--- src/rtl/fifo_write_arbiter.sv ---
// Round-robin arbiter sharing the byte FIFO write port among N_REQ requesters.
// One beat per cycle is registered into the output stage; delivered bytes are counted.
module fifo_write_arbiter #(
  parameter int N_REQ = 4,
  parameter int PTR_W = 2,
  parameter int CNT_W = 16
) (
  input  logic                  clock,
  input  logic                  reset_n,
  input  logic [N_REQ-1:0]      req_valid,
  input  logic [2*N_REQ-1:0]    req_size,
  input  logic [64*N_REQ-1:0]   req_data,
  output logic [N_REQ-1:0]      req_ready,
  input  logic                  fifo_ready_in,
  output logic                  fifo_valid_in,
  output logic [1:0]            fifo_size,
  output logic [63:0]           fifo_data_in,
  output logic [PTR_W-1:0]      grant_id,
  output logic [CNT_W-1:0]      bytes_written
);

  logic                 fifo_valid_q, fifo_valid_d;
  logic [1:0]           fifo_size_q, fifo_size_d;
  logic [63:0]          fifo_data_q, fifo_data_d;
  logic [PTR_W-1:0]     grant_id_q, grant_id_d;
  logic [PTR_W-1:0]     last_ptr_q, last_ptr_d;
  logic [CNT_W-1:0]     bytes_q, bytes_d;

  logic                 found;
  logic [PTR_W-1:0]     winner;
  logic                 load_en;

  // Returns {found, index}; scanning offsets high-to-low lets the nearest one after last win.
  function automatic logic [PTR_W:0] rr_pick(input logic [N_REQ-1:0] vld,
                                             input logic [PTR_W-1:0] last);
    logic [PTR_W:0] res;
    int             idx;
    res = '0;
    for (int k = N_REQ; k >= 1; k--) begin
      idx = int'(last) + k;
      if (idx >= N_REQ) idx = idx - N_REQ;
      if (vld[idx]) res = {1'b1, PTR_W'(idx)};
    end
    return res;
  endfunction

  function automatic logic [CNT_W-1:0] size_bytes(input logic [1:0] sz);
    return CNT_W'(1) << sz;
  endfunction

  always_comb begin
    {found, winner} = rr_pick(req_valid, last_ptr_q);
    load_en         = !fifo_valid_q || fifo_ready_in;

    req_ready = '0;
    if (reset_n && found && load_en) req_ready[winner] = 1'b1;

    fifo_valid_d = fifo_valid_q;
    fifo_size_d  = fifo_size_q;
    fifo_data_d  = fifo_data_q;
    grant_id_d   = grant_id_q;
    last_ptr_d   = last_ptr_q;
    bytes_d      = bytes_q;

    if (fifo_valid_q && fifo_ready_in) bytes_d = bytes_q + size_bytes(fifo_size_q);

    if (load_en) begin
      if (found) begin
        fifo_valid_d = 1'b1;
        fifo_size_d  = req_size[2*int'(winner) +: 2];
        fifo_data_d  = req_data[64*int'(winner) +: 64];
        grant_id_d   = winner;
        last_ptr_d   = winner;
      end else begin
        fifo_valid_d = 1'b0;
      end
    end
  end

  // Output stage; reset discards any held beat without counting it.
  always_ff @(posedge clock or negedge reset_n) begin
    if (!reset_n) begin
      fifo_valid_q <= 1'b0;
      fifo_size_q  <= '0;
      fifo_data_q  <= '0;
      grant_id_q   <= '0;
      last_ptr_q   <= PTR_W'(N_REQ - 1);
      bytes_q      <= '0;
    end else begin
      fifo_valid_q <= fifo_valid_d;
      fifo_size_q  <= fifo_size_d;
      fifo_data_q  <= fifo_data_d;
      grant_id_q   <= grant_id_d;
      last_ptr_q   <= last_ptr_d;
      bytes_q      <= bytes_d;
    end
  end

  assign fifo_valid_in = fifo_valid_q;
  assign fifo_size     = fifo_size_q;
  assign fifo_data_in  = fifo_data_q;
  assign grant_id      = grant_id_q;
  assign bytes_written = bytes_q;

endmodule
--- config.mk ---
export PLATFORM = sky130hd
export DESIGN_NAME = fifo_write_arbiter
export DESIGN_NICKNAME = d
export VERILOG_FILES = /design/src/rtl/fifo_write_arbiter.sv
export SDC_FILE = /design/constraint.sdc
export NUM_CORES = 1
export LEC_CHECK = 0
export ABC_CLOCK_PERIOD_IN_PS = 2400
export CORE_ASPECT_RATIO = 0.5
export CORE_MARGIN = 8
export CORE_UTILIZATION = 36
export DETAILED_ROUTE_END_ITERATION = 8
export GPL_ROUTABILITY_DRIVEN = 0
export PLACE_DENSITY = 0.81
export SYNTH_ARGS = -nofsm -noshare
export SYNTH_HDL_FRONTEND = slang
export SYNTH_SLANG_ARGS = --single-unit
--- constraint.sdc ---
create_clock -name clock -period 2.4 [get_ports clock]
set_clock_uncertainty 0.15 [all_clocks]
set_input_delay 0.48 -clock clock [delete_from_list [all_inputs] [get_ports clock]]
set_output_delay 0.48 -clock clock [all_outputs]
set_load 0.02 [all_outputs]
Word-level counts from Yosys, hierarchy flattened --
Index checks and enable logic that the tools add are counted.
Word-level totals: flip-flop bits (word level) 87, bits in latches 0, RAM bits 0, bits in read-only memories 0, input port bits 271, output and inout bits 89, word-level logic and storage cells 59, memories kept 0
Operators by class: $add $sub $neg 9, $mul 0, div/mod/pow operators 0, magnitude comparators 10, equality and inequality tests 0, shifts and indexed selects 3, muxes and demuxes 24, bitwise gates (word level) 0, reduce and logical (&&, ||, !) cells 7
Operators by type and width (count):
- indexed part select 256 x 9 -> 64 bit | 1
- less-than comparator 32 x 4 -> 1 bit, second input constant | 4
- 2-to-1 mux 32 bit | 4
- adder 16 bit | 1
- left shift 1 x 2 -> 16 bit, first input constant | 1
- 2-to-1 mux 3 bit | 4
- subtractor 3 x 3 -> 4 bit, second input constant | 3
- 2-to-1 mux 1 bit | 10
- greater-or-equal comparator 3 bit, second input constant | 3
- binary-select mux 1 bit (select 2 bit) | 4
- indexed part select 8 x 4 -> 2 bit | 1
- adder 2 x 2 -> 3 bit, second input constant | 2
- subtractor 4 x 3 -> 5 bit, second input constant | 1
- adder 2 x 3 -> 4 bit, second input constant | 1
- greater-or-equal comparator 4 x 3 -> 1 bit, second input constant | 1
- logical AND 1 bit | 4
- 2-to-1 mux 4 bit | 1
- adder 2 x 1 -> 3 bit, second input constant | 1
- less-than comparator 2 x 3 -> 1 bit, second input constant | 1
- demux 1 bit (select 2 bit) | 1
- greater-or-equal comparator 2 x 1 -> 1 bit, second input constant | 1
- AND reduction 2 bit | 1
- zero test 1 bit | 1
- logical OR 1 bit | 1

Longest topological paths before layout --
Gate-level depths: netlist of run 1.
depth after elaboration 15, gate-level depth with buffers 8, mapped depth without buffers 8

Worst setup path after synthesis of run 1 --
OpenSTA, ideal clock, no wires.
path type flip-flop to output port, start reg last_ptr_q[1], end out req_ready[3], data arrival time 1.756 ns, required time 1.770 ns, setup slack 0.014 ns, stages on the path, launching flop included 7, path buffers 2, path through dfstp_2 buf_2 nor2b_1 a211oi_1 nor2_1 clkbuf_1 and3_1
On the way: longest elaborated chain between the ends 15, elaborated cells on any way between the ends 40, those cells by class add/sub (8); order compare (6); mux (23); reduce/logical (3)
Ends and longest elaborated chain:
- from (decl) | RTL line 26 | logic [PTR_W-1:0] last_ptr_q, last_ptr_d;
- from (signal assigned) | RTL line 87 | last_ptr_q <= PTR_W'(N_REQ - 1);
- from (signal assigned) | RTL line 94 | last_ptr_q <= last_ptr_d;
- adder 2 x 3 -> 4 bit | RTL line 40 | idx = int'(last) + k;
- subtractor 4 x 3 -> 5 bit / greater-or-equal comparator 4 x 3 -> 1 bit (equally long branches) | RTL line 41 | if (idx >= N_REQ) idx = idx - N_REQ;
- 2-to-1 mux 32 bit | RTL line 41
- binary-select mux 1 bit (select 2 bit) | RTL line 42 | if (vld[idx]) res = {1'b1, PTR_W'(idx)};
- 2-to-1 mux 1 bit (implied by the code) (2 in series) | RTL line 42
- 2-to-1 mux 3 bit (3 in series) | RTL line 42
- 2-to-1 mux 3 bit * | RTL line 42
- less-than comparator 2 x 3 -> 1 bit (implied by the code) / greater-or-equal comparator 2 x 1 -> 1 bit (equally long branches) | RTL line 56 | if (reset_n && found && load_en) req_ready[winner] = 1'b1;
- logical AND 1 bit (implied by the code) | RTL line 56
- 2-to-1 mux 1 bit (implied by the code) | RTL line 56
- demux 1 bit (select 2 bit) | RTL line 56
- 2-to-1 mux 4 bit * | RTL line 56
- to (decl) | RTL line 13 | output logic [N_REQ-1:0] req_ready,
Every way passes the cells marked *; elsewhere a longest branch is shown, timed or not. The select of a mux whose other input is x is not followed.

Worst setup path in the final report of run 1 --
start reg last_ptr_q[0], end out req_ready[3]
Same word-level chain as after synthesis.

==> results of run 1 <==
[synth_stat cells (7+ instances only)]
cell,instances
o22ai_1,68
mux2i_1,66
a221oi_1,66
xor2_1,8
dfrtp_1,85
a21oi_1,7
o21ai_0,74
buf_2,8
nand2_1,11
nor2_1,83
clkbuf_1,38
[worst max path at each step]
stage | startpoint | slack, ns | endpoint | cells past startpoint
floorplan | last_ptr_q[1] | 0.01 | req_ready[3] | 6
global route | last_ptr_q[0] | -0.004 | req_ready[3] | 6
detailed placement | req_valid[3] | -0.68 | req_ready[1] | 6
finish | last_ptr_q[0] | 0.05 | req_ready[3] | 6
CTS | last_ptr_q[1] | 0.006 | req_ready[3] | 6
global placement | req_valid[3] | -0.62 | req_ready[3] | 6
[placed cells by master, fill, tap and decap left out, types with 8 or more instances in the layout]
master	netlist	routed
dfrtp_1	85	85
o22ai_1	68	68
mux2i_1	66	66
nand2_1	11	10
xor2_1	8	8
clkdlybuf4s50_1	0	349
a221oi_1	66	66
buf_4	1	37
clkbuf_16	0	9
o21ai_0	74	72
nor2_1	83	82
[routing by layer]
| layer | share of wire | routed length, um | vias to the layer above | GRT usage |
|---|---|---|---|---|
| met1 | 0.38 | 9740 | 3199 | 0.285 |
| met4 | 0.036 | 930 | 0 | 0.0999 |
| li1 | - | - | 2963 | - |
| met5 | 0 | 0 | - | 0 |
| met2 | 0.53 | 13700 | 261 | 0.471 |
| met3 | 0.057 | 1480 | 64 | 0.0582 |
[critical path, cell delays in order (launching register included)]
cell      delay [ns]
dfstp_2         0.61
nand2b_4        0.16
a211oi_1        0.07
buf_4           0.14
nor2_4          0.10
and3_4          0.19
buf_6           0.12
[power by group]
| part | total [mW] | switching, mW | internal (mW) |
|---|---|---|---|
| combinational | 3.65 | 1.79 | 1.85 |
| sequential | 2.20 | 0.361 | 1.84 |
| clock | 1.57 | 0.618 | 0.949 |
| total | 7.42 | 2.77 | 4.65 |
[logic make-up (layout without fill, tap and decap cells)]
family | after synthesis | after routing | share of synthesized area
adders and majority gates | 5 | 5 | 0.0132
DFF | 87 | 87 | 0.410
xor gates and xnor gates | 13 | 13 | 0.0214
AOI/OAI and AO/OA | 226 | 227 | 0.283
muxes | 68 | 68 | 0.129
and+or+nand+nor | 122 | 122 | 0.0996
buffers and inverters | 55 | 426 | 0.0443
[flip-flops by register name, summed over array words and instances, names as in the netlist]
name and cells:
fifo_size 2, last_ptr_q 2, bytes_written 16, fifo_data_in 64, grant_id 2, fifo_valid_in 1
[timing repair]
| action | in CTS | in global routing |
|---|---|---|
| endpoints found under the hold margin | 1 | 0 |
| cloned | 1 | 0 |
| gates resized for setup | 24 | 11 |
| pin swaps | 0 | 1 |
| hold buffers | 1 | 0 |
| setup buffers | 0 | 2 |
| endpoints found under the setup margin | 7 | 14 |
[final cells by class]
cell class                      count  area (um^2)
Clock inverter                      6         91.3
Timing Repair Buffer              404         4000
Tap cell                          198          248
Fill cell                        1152         4660
Sequential cell                    87         2180
Multi-Input combinational cell    435         2990
Inverter                            6         22.5
Clock buffer                       10          239
[per-stage QoR]
stage / power, mW / area, um^2 / worst slack (ns) / utilization / setup TNS [ns]
2_1_floorplan: 3.90 / 5310 / 0.0138 / - / 0
3_3_place_gp: 5.72 / 9380 / -0.617 / 0.650 / -15.88
3_5_place_dp: 5.83 / 9380 / -0.677 / 0.650 / -20.25
4_1_cts: 7.42 / 9720 / 0.00619 / 0.674 / 0
5_1_grt: 7.81 / 9770 / -0.00403 / 0.677 / -0.00638
6_report: 7.42 / 9770 / 0.0528 / 0.677 / 0
==> summary.md, run 1 <==
| Metric | Value |
|---|---|
| Maximum VDD drop | 0.521 mV |
| Hold Startpoint | bytes_written[15] |
| Core area | 0.0144 mm^2 |
| Die area | 0.0191 mm^2 |
| Via count | 6,487 |
| Inst Count DP | 1,126 |
| Diodes inserted | 0 |
| Initial antenna violation count | 0 |
| Worst Path Arrival | 1.72 ns |
| Layout area overhead | 83.8% |
| Drt initial violations | 471 |
| DR pass1 iterations | 5 |
| YS warnings | 0 |
| Share of the synthesized area in the top cell type | 0.400 |
| Clk root buf | clkbuf_16 |
| Async set or reset register ratio after synthesis | 1.00 |
| Post-synth EDFFs | 0 |
| CTS sink count | 87 |
| CTS tree | done |
| Worst Tran Pin Value | 0.637 ns |
| Final min period | 2.35 ns |
| Tcrit/Tclk final | 0.978 |
| Final Hold Violating Endpoints | 0 |
| Final net count | 1,219 |
| Hold path depth | 1 |
| R2r endpoint | fifo_data_in[10] |
| Clock transition at path regs | 0.07 ns |
| Crit path max fanout | 7 |
| PortBufs | 359 |
| FF-to-FF path depth | 6 |
| FP Rows | 31 |
| Max clock buf depth | 2 |
| Synth cell types | 40 |
| Required @ worst endpoint | 1.77 ns |
| Average wire per standard cell | 22.5 um |
| Vias per inst | 5.66 |
| Maxcap violations | 0 |
| Global-route usage over all layers | 0.254 |
| Mapped Cells | 576 |
| PwrDens | 759 mW/mm^2 |
| Die Height | 102 um |
| Clock H-tree levels | 3 |
| Final cell count without fillers | 1,146 |
| First-pass GRT wire length | 38,400 um |
| Netlist Area Pre-Place | 0.00531 mm^2 |
| FF-to-FF setup slack | 0.09 ns |
| Worst relative slew slack | 0.575 |
| Final WL | 25,800 um |
| Endpoints failing setup | 0 |
| Status | complete, no violations |
| Fraction of layout cells with a size suffix above 1 | 0.0886 |
| Top cells by area, synth | dfrtp_1 (40%), mux2i_1 (12%), a221oi_1 (11%) |
| Vias in the first global route | 6,905 |
| CTS Buf Count | 9 |
| Post-DP HPWL | 20,100 um |
| Post-synth top flop | dfrtp_1 |
| Yosys top cell by area | dfrtp_1 |
| Fmax | 0.426 GHz |
| LEAKAGE | 4.00 nW |
| Io pins | 360 |
| Clk Latency, worst-skew pair | 0.34 ns |
| Critical Path Start Type | flop |
| Hold Path End | bytes_written[15] |
| Avg Inst Size Synth | 9.23 um^2 |
| ANT nets after route | 0 |
| Die X | 188 um |
| Post-Syn Nets | 852 |
| Sequential area share after synthesis | 0.410 |
| Worst Hold Class | flop to flop |
| Min Hold Slack | 0.324 ns |
| FF-to-FF Start | last_ptr_q[1] |
| Starting Density | 0.368 |
| DRC errors left | 0 |
| Crit Path Category | flop to output pin |
| CP Capture Type | output pin |
| Yosys reg bits | 87 |
| Fin. max-slew vios | 0 |
| GR Overflow Total | 0 |
| Largest net degree at the start of global routing | 65 |
(Power assumes the default switching activity.)
==> run 2: changes to the inputs <==
--- a/config.mk
+++ b/config.mk
@@ -7,7 +7,7 @@
 export LEC_CHECK = 0
 export ABC_CLOCK_PERIOD_IN_PS = 2400
 export CORE_ASPECT_RATIO = 0.5
-export CORE_MARGIN = 8
+export CORE_MARGIN = 2
 export CORE_UTILIZATION = 36
 export DETAILED_ROUTE_END_ITERATION = 8
 export GPL_ROUTABILITY_DRIVEN = 0
==> summary.md, run 2 (same netlist as run 1, synthesis figures left out) <==
| Metric | Value |
|---|---|
| Clock H-tree levels | 3 (unchanged) |
| Clk Latency, worst-skew pair | 0.33 ns (about the same) |
| Commonest cells after routing, fill and taps aside | clkdlybuf4s50_1 (349), dfrtp_1 (85), nor2_1 (81) |
| Diodes inserted | 0 (unchanged) |
| Total Power | 7.38 mW (-0.45%) |
| Global-route usage over all layers | 0.296 (+0.0413) |
| ANT nets after route | 0 (unchanged) |
| DR pass1 iterations | 5 (unchanged) |
| Worst setup path startpoint | last_ptr_q[1] |
| GRT busiest layer | met2 |
| CTS Buf Count | 9 (unchanged) |
| PortBufs | 359 (unchanged) |
| Final min period | 2.35 ns (+0.00000850 ns) |
| Worst relative slew slack | 0.441 (-0.134) |
| CP Capture Type | output pin |
| Crit path cell chain | buf_4, buf_4, o21ai_1, o211a_2, and3_1, buf_2 |
| Clk root buf | clkbuf_16 |
| Worst setup path end | req_ready[2] |
| Clock transition at path regs | 0.07 ns (about the same) |
| Met1 usage | 0.369 (+0.0840) |
| GR Overflow Total | 0 (unchanged) |
| Tcrit/Tclk final | 0.978 (about the same) |
| CTS sink count | 87 (unchanged) |
| Fin. max-slew vios | 0 (unchanged) |
| R2r endpoint | fifo_data_in[44] |
| Die X | 176 um (-6.4%) |
| Hold path depth | 1 (unchanged) |
| FF-to-FF Start | last_ptr_q[0] |
| Final net count | 1,237 (+1.5%) |
| Hold Startpoint | bytes_written[15] |
| Core area | 0.0144 mm^2 (unchanged) |
| Die area | 0.0158 mm^2 (-17%) |
| Final WL | 23,800 um (-8.0%) |
| Maxcap violations | 0 (unchanged) |
| Met2 Usage GRT | 0.519 (+0.0472) |
| Vias per inst | 5.63 (-0.53%) |
| CTS tree | done |
| Worst path most repeated cell | buf_4 |
| Io pins | 360 (unchanged) |
| Fill count | 1,136 (-1.4%) |
| Min Hold Slack | 0.317 ns (-0.00672 ns) |
| FF-to-FF setup slack | 0.09 ns (about the same) |
| Worst Path Arrival | 1.72 ns (about the same) |
| Maximum VDD drop | 0.541 mV (+3.7%) |
| Average wire per standard cell | 20.4 um (-9.4%) |
| Status | complete, no violations |
| CP peak stage delay | 0.54 ns (-0.07 ns) |
| FP Rows | 31 (unchanged) |
| Crit path max fanout | 5 (-2) |
| Die Height | 89.9 um (-12%) |
| Worst Hold Class | flop to flop |
| Crit Path Category | flop to output pin |
| DRC errors left | 0 (unchanged) |
| Post-DP HPWL | 18,200 um (-9.7%) |
| Fmax | 0.426 GHz (about the same) |
| LEAKAGE | 4.07 nW (+1.7%) |
| Initial antenna violation count | 0 (unchanged) |
| Max reg flops | 64 (unchanged) |
| Largest net degree at the start of global routing | 93 (+43%) |
| Vias in the first global route | 6,819 (-1.2%) |
| Worst Tran Pin Value | 0.838 ns (+0.201 ns) |
| Critical Path Start Type | flop |
| Fraction of layout cells with a size suffix above 1 | 0.112 (+0.0232) |
| Required @ worst endpoint | 1.77 ns (about the same) |
| FF-to-FF path depth | 8 (+2) |
| Drt initial violations | 534 (+13%) |
| M3 GR Usage | 0.0558 (-0.00240) |
| First-pass GRT wire length | 36,600 um (-4.7%) |
| PwrDens | 742 mW/mm^2 (-2.3%) |
| Via count | 6,554 (+1.0%) |
| Most common cell after layout, fill and taps aside | clkdlybuf4s50_1 |
| Max clock buf depth | 2 (unchanged) |
| Util after Layout | 0.690 (+0.0126) |
| Final Hold Violating Endpoints | 0 (unchanged) |
| CP max stage cell | dfstp_2 |
| Layout area overhead | 87.3% |
| Starting Density | 0.368 (unchanged) |
| Endpoints failing setup | 0 (unchanged) |
==> run 2: cell types whose count changed in the layout (fill, tap and decap cells not counted), sizes merged <==
cell and delta:
dlymetal6s2s -1, buf +18, clkinvlp +3, clkinv -1, bufinv -1, dlygate4sd2 +1
a21boi -1
==> run 2: area by class of cell <==
type / count / area [um^2] / share of cell area
Tap cell: 198 / 248 / 0.0249
Multi-Input combinational cell: 434 / 3000 / 0.302
Timing Repair Buffer: 423 / 4200 / 0.422
Sequential cell: 87 / 2180 / 0.219
Inverter: 6 / 22.5 / 0.00226
Clock buffer: 9 / 225 / 0.0226
Clock inverter: 7 / 78.8 / 0.00792
==> run 2: critical path: cells and delay by family (launching register included) <==
| kind | cells | cell delay (ns) |
|---|---|---|
| compound gates | 2 | 0.24 |
| flops | 1 | 0.54 |
| buf+inv | 3 | 0.44 |
| simple gates | 1 | 0.16 |
==> run 2: worst min path at each step <==
stage                             end
floorplan            bytes_written[0]
global placement          grant_id[0]
detailed placement        grant_id[0]
CTS                 bytes_written[15]
global route        bytes_written[15]
finish              bytes_written[15]
==> run 2: repair_timing <==
| item | 4_1_cts | 5_1_grt |
|---|---|---|
| hold buffers | 1 | 0 |
| resized for setup | 36 | 14 |
| setup endpoints to repair | 62 | 38 |
| buffers inserted | 4 | 1 |
| pin swaps | 4 | 2 |
| hold endpoints to repair | 2 | 0 |
==> run 2: where the power goes <==
| part | switching [mW] | total (mW) | internal, mW |
|---|---|---|---|
| sequential | 0.350 | 2.19 | 1.84 |
| combinational | 1.81 | 3.74 | 1.92 |
| clock | 0.636 | 1.45 | 0.817 |
==> run 2: routing by layer <==
layer  wire length [um]  vias up
li1                   -     2993
met1               9690     3203
met2              12000      302
met3               1410       56
met4                689        0
met5                  0        -
==> run 2: metrics by stage <==
| step | worst slack, ns | setup TNS [ns] | std cells | cell area, um^2 |
|---|---|---|---|---|
| 2_1_floorplan | 0.0138 | 0 | 576 | 5310 |
| 3_3_place_gp | -0.710 | -26.04 | 1142 | 9530 |
| 3_5_place_dp | -0.720 | -30.73 | 1142 | 9530 |
| 4_1_cts | 0.000328 | 0 | 1163 | 9900 |
| 5_1_grt | -0.0123 | -0.0190 | 1164 | 9950 |
| 6_report | 0.0528 | 0 | 1164 | 9950 |
==> run 3: changes to the inputs <==
--- a/config.mk
+++ b/config.mk
@@ -12,6 +12,7 @@
 export DETAILED_ROUTE_END_ITERATION = 8
 export GPL_ROUTABILITY_DRIVEN = 0
 export PLACE_DENSITY = 0.81
+export RECOVER_POWER = 100
 export SYNTH_ARGS = -nofsm -noshare
 export SYNTH_HDL_FRONTEND = slang
 export SYNTH_SLANG_ARGS = --single-unit
==> summary.md, run 3 (same netlist as run 1, synthesis figures left out) <==
| Metric | Value |
|---|---|
| Status | complete, no violations |
| Fin. max-slew vios | 0 (unchanged) |
| Met3 WL | 1530 um (+9.0%) |
| Clk Latency, worst-skew pair | 0.33 ns (about the same) |
| Buf/Inv on CP | 3 (unchanged) |
| CP peak stage delay | 0.54 ns (about the same) |
| Vias per inst | 5.65 (+0.38%) |
| Clock transition at path regs | 0.07 ns (about the same) |
| DR pass1 iterations | 5 (unchanged) |
| Highest metal layer with signal wires | met4 |
| Largest net degree at the start of global routing | 93 (unchanged) |
| Crit path max fanout | 5 (unchanged) |
| Util after Layout | 0.688 (-0.00199) |
| Worst Tran Pin Value | 0.899 ns (+0.0607 ns) |
| Worst Path Arrival | 1.72 ns (about the same) |
| Design area | 0.00992 mm^2 (-0.29%) |
| Final Worst Setup Slack | 0.0549 ns (+0.00211 ns) |
| Dpl ws | -0.720 ns (unchanged) |
| Worst relative slew slack | 0.401 (-0.0405) |
| CP Capture Type | output pin |
| Max reg flops | 64 (unchanged) |
| Global-route usage over all layers | 0.296 (unchanged) |
| Die X | 176 um (unchanged) |
| LEAKAGE | 4.04 nW (-0.68%) |
| ANT nets after route | 0 (unchanged) |
| Tcrit/Tclk final | 0.977 (about the same) |
| Final WL | 23,700 um (-0.38%) |
| FF-to-FF setup slack | 0.09 ns (about the same) |
| Clk root buf | clkbuf_16 |
| Inst Count DP | 1,142 (unchanged) |
| Final min period | 2.35 ns (-0.00211 ns) |
| Worst path most repeated cell | buf_4 |
| Post-DP HPWL | 18,200 um (unchanged) |
| CP top delay family | flip-flops |
| Die Height | 89.9 um (unchanged) |
| Required @ worst endpoint | 1.77 ns (about the same) |
| DR WL met2 | 11,900 um (-0.68%) |
| Core area | 0.0144 mm^2 (unchanged) |
| Final net count | 1,237 (unchanged) |
| Most common cell after layout, fill and taps aside | clkdlybuf4s50_1 |
| CTS Buf Count | 9 (unchanged) |
| Drt initial violations | 553 (+3.6%) |
| Diodes inserted | 0 (unchanged) |
| Endpoints failing setup | 0 (unchanged) |
| Crit Path Category | flop to output pin |
| Clock H-tree levels | 3 (unchanged) |
| Maxcap violations | 0 (unchanged) |
| FP Rows | 31 (unchanged) |
| Final cell count without fillers | 1,164 (unchanged) |
| Total Power | 7.21 mW (-2.4%) |
| CP max stage cell | dfstp_2 |
| Commonest cells after routing, fill and taps aside | clkdlybuf4s50_1 (264), dlygate4sd3_1 (86), dfrtp_1 (85) |
| Average wire per standard cell | 20.3 um (-0.38%) |
| Worst Hold Class | flop to flop |
| CTS sink count | 87 (unchanged) |
| Critical Path Start Type | flop |
| PortBufs | 359 (unchanged) |
| Fraction of layout cells with a size suffix above 1 | 0.105 (-0.00725) |
| PwrDens | 727 mW/mm^2 (-2.1%) |
| Max clock buf depth | 2 (unchanged) |
| Maximum VDD drop | 0.538 mV (-0.56%) |
| Fmax | 0.426 GHz (about the same) |
| Final Hold Violating Endpoints | 0 (unchanged) |
| Io pins | 360 (unchanged) |
| Vias in the first global route | 6,819 (unchanged) |
| DRC errors left | 0 (unchanged) |
| Die area | 0.0158 mm^2 (unchanged) |
| GR Overflow Total | 0 (unchanged) |
| DP Area | 0.00953 mm^2 (unchanged) |
| First-pass GRT wire length | 36,600 um (unchanged) |
| Crit path cell chain | buf_4, buf_4, o21ai_1, o211a_2, and3_1, buf_2 |
| Via count | 6,579 (+0.38%) |
| Wl on met1 | 9570 um (-1.3%) |
| CTS tree | done |
| Starting Density | 0.368 (unchanged) |
| Layout area overhead | 86.7% |
| Initial antenna violation count | 0 (unchanged) |
[run 3: cell types whose count changed in the layout (fill, tap and decap cells not counted), sizes merged]
| cell | delta |
|---|---|
| dlygate4sd3 | +85 |
| clkdlybuf4s50 | -85 |
| clkbuf | +9 |
| buf | -9 |
[run 3: report_power, final]
group	internal, mW	leakage, nW	switching (mW)
logic	1.78	2.91	1.81
registers	1.84	0.989	0.330
clock network	0.817	0.139	0.633
total	4.44	4.04	2.77
[run 3: timing repair]
action,CTS,global route
setup endpoints to repair,62,38
hold endpoints to repair,2,0
setup buffers,4,1
gates resized for setup,36,14
pin swaps,4,2
hold buffers,1,0
[run 3: final timing paths]
| kind | from | end | depth (start not counted) |
|---|---|---|---|
| hold / removal | bytes_written[15] | bytes_written[15] | 1 |
| min in group asynchronous | reset_n | grant_id[0] | 2 |
| setup / recovery | last_ptr_q[1] | req_ready[2] | 6 |
| max in group asynchronous | reset_n | fifo_data_in[42] | 3 |
| hold reg to reg | bytes_written[15] | bytes_written[15] | 1 |
| setup reg to reg | last_ptr_q[0] | fifo_data_in[44] | 8 |
[run 3: per-stage QoR]
stage	setup TNS, ns	hold slack [ns]
2_1_floorplan	0	0.0344
4_1_cts	0	0.321
6_report	0	0.312
5_1_grt	-0.0190	0.347
3_5_place_dp	-30.73	0.176
3_3_place_gp	-26.04	0.180
[run 3: cell type report]
class | count | area, um^2
clock buffer | 9 | 225
clock inverter | 7 | 78.8
fill | 1139 | 4510
inverter | 6 | 22.5
multi-input combinational | 434 | 3000
sequential | 87 | 2180
tap | 198 | 248
timing repair buffer | 423 | 4170
[run 3: per-layer routing]
layer,up-vias,track usage
met2,321,0.519
met4,0,0.0937
met3,57,0.0558
met5,-,0
li1,2996,-
met1,3205,0.369
